===== src/rtl/led_chaser_pkg.sv =====
// Shared encodings and default parameters for the LED chaser.
package led_chaser_pkg;

  localparam logic [1:0] ST_STOP   = 2'd0;
  localparam logic [1:0] ST_LEFT   = 2'd1;
  localparam logic [1:0] ST_RIGHT  = 2'd2;
  localparam logic [1:0] ST_BOUNCE = 2'd3;

  localparam logic PAT_ONEHOT  = 1'b0;
  localparam logic PAT_JOHNSON = 1'b1;

  localparam int DEF_N_LED       = 4;
  localparam int DEF_TICK_CYCLES = 50_000_000;
  localparam int DEF_DEB_CYCLES  = 1_000_000;

endpackage


===== src/rtl/led_key_debounce.sv =====
// Active-low pushbutton: 2-flop synchroniser, symmetric debounce, one-cycle press pulse.
module led_key_debounce
  import led_chaser_pkg::*;
#(
  parameter int DEB_CYCLES = DEF_DEB_CYCLES
) (
  input  logic clk,
  input  logic rst,
  input  logic key,
  output logic press
);

  localparam int CW = (DEB_CYCLES > 1) ? $clog2(DEB_CYCLES) : 1;
  localparam logic [CW-1:0] LAST = CW'(DEB_CYCLES - 1);

  logic          sync1;
  logic          sync2;
  logic          held;
  logic [CW-1:0] cnt;

  always_ff @(posedge clk or posedge rst) begin
    if (rst) begin
      sync1 <= 1'b1;
      sync2 <= 1'b1;
      held  <= 1'b0;
      cnt   <= '0;
      press <= 1'b0;
    end else begin
      sync1 <= key;
      sync2 <= sync1;
      press <= 1'b0;
      // key is active-low, so sync2 == held means the pin disagrees with the debounced state
      if (sync2 == held) begin
        if (cnt == LAST) begin
          cnt   <= '0;
          held  <= ~held;
          press <= ~held;
        end else begin
          cnt <= cnt + 1'b1;
        end
      end else begin
        cnt <= '0;
      end
    end
  end

endmodule


===== src/rtl/led_chaser.sv =====
// LED chaser: key-driven run-state FSM, speed-scaled tick counter and one-hot/Johnson shifter.
module led_chaser
  import led_chaser_pkg::*;
#(
  parameter int N_LED       = DEF_N_LED,
  parameter int TICK_CYCLES = DEF_TICK_CYCLES,
  parameter int DEB_CYCLES  = DEF_DEB_CYCLES
) (
  input  logic             clk,
  input  logic             rst,
  input  logic             key_stop,
  input  logic             key_left,
  input  logic             key_right,
  input  logic             key_mode,
  input  logic [1:0]       speed,
  output logic [N_LED-1:0] led,
  output logic [1:0]       run_state,
  output logic             pattern
);

  localparam int TW = (TICK_CYCLES > 1) ? $clog2(TICK_CYCLES) : 1;

  logic p_stop, p_left, p_right, p_mode;

  led_key_debounce #(.DEB_CYCLES(DEB_CYCLES)) u_deb_stop  (.clk(clk), .rst(rst), .key(key_stop),  .press(p_stop));
  led_key_debounce #(.DEB_CYCLES(DEB_CYCLES)) u_deb_left  (.clk(clk), .rst(rst), .key(key_left),  .press(p_left));
  led_key_debounce #(.DEB_CYCLES(DEB_CYCLES)) u_deb_right (.clk(clk), .rst(rst), .key(key_right), .press(p_right));
  led_key_debounce #(.DEB_CYCLES(DEB_CYCLES)) u_deb_mode  (.clk(clk), .rst(rst), .key(key_mode),  .press(p_mode));

  logic [31:0]      period;
  logic [TW-1:0]    tick_last;
  logic [TW-1:0]    tick_cnt;
  logic             tick;
  logic [1:0]       state_n;
  logic             toggle;
  logic             changed;
  logic             dir;
  logic [N_LED-1:0] shl;
  logic [N_LED-1:0] shr;
  logic             at_top;
  logic             at_bottom;

  // Terminal count is compared with >= so lowering the period mid-count still wraps
  assign period    = 32'(TICK_CYCLES) >> speed;
  assign tick_last = (period > 32'd1) ? TW'(period - 32'd1) : '0;
  assign tick      = (tick_cnt >= tick_last);

  always_comb begin
    state_n = run_state;
    toggle  = 1'b0;
    if (p_stop) begin
      state_n = ST_STOP;
    end else if (p_left) begin
      state_n = ST_LEFT;
    end else if (p_right) begin
      state_n = ST_RIGHT;
    end else begin
      case (run_state)
        ST_STOP:                     if (p_mode) state_n = ST_BOUNCE;
        ST_LEFT, ST_RIGHT, ST_BOUNCE: toggle = p_mode;
        default:                     state_n = ST_STOP;
      endcase
    end
  end

  assign changed = (state_n != run_state);

  assign shl = {led[N_LED-2:0], (pattern == PAT_JOHNSON) ? ~led[N_LED-1] : led[N_LED-1]};
  assign shr = {(pattern == PAT_JOHNSON) ? ~led[0] : led[0], led[N_LED-1:1]};

  // Bounce turns around on the step that lands on the end of the pattern
  assign at_top    = (pattern == PAT_JOHNSON) ? (&shl)  : shl[N_LED-1];
  assign at_bottom = (pattern == PAT_JOHNSON) ? ~(|shr) : shr[0];

  always_ff @(posedge clk or posedge rst) begin
    if (rst) begin
      run_state <= ST_STOP;
      pattern   <= PAT_ONEHOT;
      led       <= {{(N_LED-1){1'b0}}, 1'b1};
      dir       <= 1'b0;
      tick_cnt  <= '0;
    end else begin
      run_state <= state_n;

      if (changed || toggle || tick) tick_cnt <= '0;
      else                           tick_cnt <= tick_cnt + 1'b1;

      if (toggle) begin
        pattern <= ~pattern;
        led     <= (pattern == PAT_JOHNSON) ? {{(N_LED-1){1'b0}}, 1'b1} : '0;
        dir     <= 1'b0;
      end else if (changed) begin
        if (state_n == ST_BOUNCE) dir <= 1'b0;
      end else if (tick) begin
        case (run_state)
          ST_LEFT:  led <= shl;
          ST_RIGHT: led <= shr;
          ST_BOUNCE: begin
            if (dir) begin
              led <= shr;
              if (at_bottom) dir <= 1'b0;
            end else begin
              led <= shl;
              if (at_top) dir <= 1'b1;
            end
          end
          default: ;
        endcase
      end
    end
  end

endmodule


===== config.mk =====
export PLATFORM = sky130hd
export DESIGN_NAME = led_chaser
export DESIGN_NICKNAME = d
export VERILOG_FILES = /design/src/rtl/led_chaser_pkg.sv /design/src/rtl/led_key_debounce.sv /design/src/rtl/led_chaser.sv
export SDC_FILE = /design/constraint.sdc
export NUM_CORES = 1
export LEC_CHECK = 0
export BUFFER_PORTS_ARGS = -buffer_cell sky130_fd_sc_hd__buf_4
export CORE_MARGIN = 2
export CORE_UTILIZATION = 63
export DETAILED_ROUTE_END_ITERATION = 12
export PLACE_DENSITY = 0.76
export SLEW_MARGIN = 20
export SYNTH_ARGS = -nofsm -noshare
export SYNTH_HDL_FRONTEND = slang
export SYNTH_HIERARCHICAL = 1
export SYNTH_SLANG_ARGS = --single-unit

===== constraint.sdc =====
create_clock -name clk -period 3.45 [get_ports clk]
set_clock_uncertainty 0.15 [all_clocks]
set_input_delay 0.69 -clock clk [delete_from_list [all_inputs] [get_ports clk]]
set_output_delay 0.69 -clock clk [all_outputs]
set_load 0.01 [all_outputs]

==> flow_summary.toml <==
[pwr]
seq_power_share_pct = 44.7
p_comb_share_pct = 3.3
clockPowerShare_pct = 52.1
internal-power_mw = 2.74
switching_share_pct = 21.6
finalPower_mw = 3.49
vdd_drop_max_mv = 0.452
p_leak_nw = 3.56
powerDensity_nw_per_um2 = 443
p_sw_mw = 0.754

[die]
die_h_um = 109
start_util_pct = 64.6
io_pins = 15
die_x_um = 109
coreArea_um2 = 10800
row_count = 38
die_area_um2 = 12000

[clocking]
cts-root-buf = "clkbuf_8"
clkTransAtPathRegs_ps = 60
cts_tree = "built"
cts_hold_buf = 0
clockBufferDepth = 2
clock_latency_ps = 530
postCtsSetupRepairBufs = 0
cts_buffers = 17
ctsResizeCount = 0
htreeDepth = 4
cts.sinks = 130

[synthesis]
synth_warnings = 6
ys_ff_latch = 130
synth_edf_count = 0
synthArstFlopShare_pct = 100
mappedNetlistArea_um2 = 7010
avgSynthCellArea_um2 = 9.57
netlist_instances = 732
post_synth_num_cell_types = 51
yosys_most_used_dff = "dfrtp_1"
yosysSeqAreaShare_pct = 46.6

[grt]
grt_util_all_layers_pct = 25.9
grt_overflow = 0
grt_pass1_wl_mm = 24.5
grt_max_degree = 27
grt_pass1_vias = 5376
antenna_found_initial = 0

[placed_design]
dp_slack_ps = -77.4
dpl_cell_area_um2 = 7280
dp.cells = 879
place_hpwl_mm = 9.42
io_buffers = 14
place_congestion = 0.864

[hold_path]
whs_endpoint = "u_deb_stop/sync1$_DFF_PP1_"
hold_class = "input pin to flop"
worstHoldStart = "key_stop"
hold_depth = 1

[setup_path]
worstSetupStartpointType = "input pin"
cp_max_fo = 4
rr_endpoint = "tick_cnt[15]$_DFF_PP0_"
max_stage_delay_ps = 420
crit_path_end_kind = "flop"
rrSetupSlack_ps = 630
ff2ff_path_depth = 8
crit_arrival_ps = 3260
timing.rr.start = "tick_cnt[21]$_DFF_PP0_"
critPathRequiredTime_ps = 3710
worstPathCellList = "buf_4 > inv_1 > nor2_1 > inv_1 > ha_1 > ha_1 > a21oi_1 > o21ai_0 > a2111oi_0 > o22ai_1 > o21ai_2 > mux2_2"
worst_path_max_delay_cell = "a2111oi_0"
worstSetupPathType = "input pin to flop"

[detailed_routing]
antenna_left = 0
route.detailed.drc = 0
via_count = 5454
wirelength_mm = 13.9
dr.pass1.iters = 6
vias_per_cell = 5.99
drtIter0Drc = 422
drt-wirelength-per-cell_um = 15.3

[cells_and_area]
layout_commonest_cell = "nor2_1"
regArea_um2 = 3260
stdcell_count = 911
fillers = 811
area_growth_pct = 12.6
diodes = 0
nNetsFinal = 798
most-common-layout-cells = "nor2_1, dfrtp_1, nand2_1, xnor2_1, nand3_1"
final_area_um2 = 7890
drive_above_1_share_pct = 12.2
multiInputGateArea_um2 = 3520

[sta]
whs_ps = 122
hold_viol = 0
relSlewSlack_pct = 39.4
fmax_mhz = 333
timing.final.ws_setup_ps = 444
timing_worst_slew_pin_value_ps = 908
slew_violations = 0
rsz0062_at_grt = "no"
finalSetupViolations = 0
layout_min_cycle_time_ps = 3010
timing.final.crit_share_pct = 87.1

[flow_run]
maxCapViolations = 0

[status]
status = "complete, no violations"
## cells in the mapped netlist (4+ instances only)
master,instances,share of area [%]
a211oi_1,5,0.54
a21oi_1,32,2.3
a31o_2,4,0.50
and3_1,7,0.63
and4_1,10,1.3
clkbuf_1,15,0.80
dfrtp_1,121,43
dfstp_2,9,3.4
ha_1,32,5.7
inv_1,39,2.1
mux2i_1,7,1.0
nand2_1,50,2.7
nand3_1,42,3.0
nand4_1,19,1.7
nor2_1,126,6.8
nor3_1,24,1.7
nor4_1,14,1.3
o21ai_0,11,0.79
o22ai_1,4,0.36
o31ai_1,13,1.4
or4_1,10,1.1
or4_2,4,0.50
xnor2_1,49,6.1
xor2_1,35,4.4
## power groups by stage
stage	Sequential, mW	Clock, mW	Combinational, mW
2_1_floorplan	1.58	0	0.0833
3_3_place_gp	1.59	0	0.110
3_5_place_dp	1.59	0	0.116
4_1_cts	1.56	1.86	0.117
5_1_grt	1.56	1.94	0.135
6_report	1.56	1.82	0.114
## worst max path at each step
stage | to | slack [ps] | start | cells past startpoint
floorplan | led[1]$_DFFE_PP0P_ | 210 | speed[0] | 12
global route | led[2]$_DFFE_PP0P_ | 130 | speed[0] | 12
finish | led[2]$_DFFE_PP0P_ | 440 | speed[0] | 12
global placement | led[2]$_DFFE_PP0P_ | 20 | speed[0] | 12
detailed placement | led[2]$_DFFE_PP0P_ | -80 | speed[0] | 12
CTS | led[2]$_DFFE_PP0P_ | 470 | speed[0] | 12
## stage by stage
step           util (%)  setup TNS, ps
6_report           72.7              0
5_1_grt            72.7              0
4_1_cts            72.7              0
3_5_place_dp       67.1           -234
3_3_place_gp       67.1              0
2_1_floorplan         -              0
## state kept, by name, summed over array words and instances, names as in the netlist, 2 cells and up
| signal | count |
|---|---|
| led | 4 |
| u_deb_mode/cnt | 20 |
| run_state | 2 |
| u_deb_left/cnt | 20 |
| tick_cnt | 26 |
| u_deb_right/cnt | 20 |
| u_deb_stop/cnt | 20 |
## final cells by class
class / instances / share of cell area [%]
multi-input cells: 549 / 44.7
flip-flops and latches: 130 / 41.4
clock buffers: 20 / 5.78
well taps: 140 / 2.22
repair buffers: 21 / 2.16
clock inverters: 12 / 1.94
inverters: 39 / 1.86
## worst max-delay path: cells and delay by family
| kind | cells | cell delay (ps) |
|---|---|---|
| buffers and inverters | 3 | 270 |
| adder cells (fa/ha/maj) | 2 | 580 |
| AND/OR/NAND/NOR | 1 | 250 |
| AO/OA/AOI/OAI | 5 | 1100 |
| multiplexers | 1 | 360 |
## kinds of logic after synthesis
| kind of cell | Yosys count | share of synthesized area, % |
|---|---|---|
| buffers and inverters | 59 | 3.46 |
| multiplexers | 10 | 1.48 |
| AND/OR/NAND/NOR | 336 | 25.1 |
| flip-flops | 130 | 46.6 |
| AO/OA/AOI/OAI | 79 | 7.02 |
| XOR/XNOR | 84 | 10.5 |
| adder cells (fa/ha/maj) | 32 | 5.72 |
| other | 2 | 0.107 |
## routing by layer
layer / up-vias / global-route usage, % / routed length [um]
met5: - / 0 / 0
met4: 0 / 8.95 / 202
met3: 25 / 6.94 / 558
met2: 145 / 41.9 / 6990
met1: 2666 / 33.8 / 6140
li1: 2618 / - / -
Note: power is estimated with default switching activity, not from simulation.
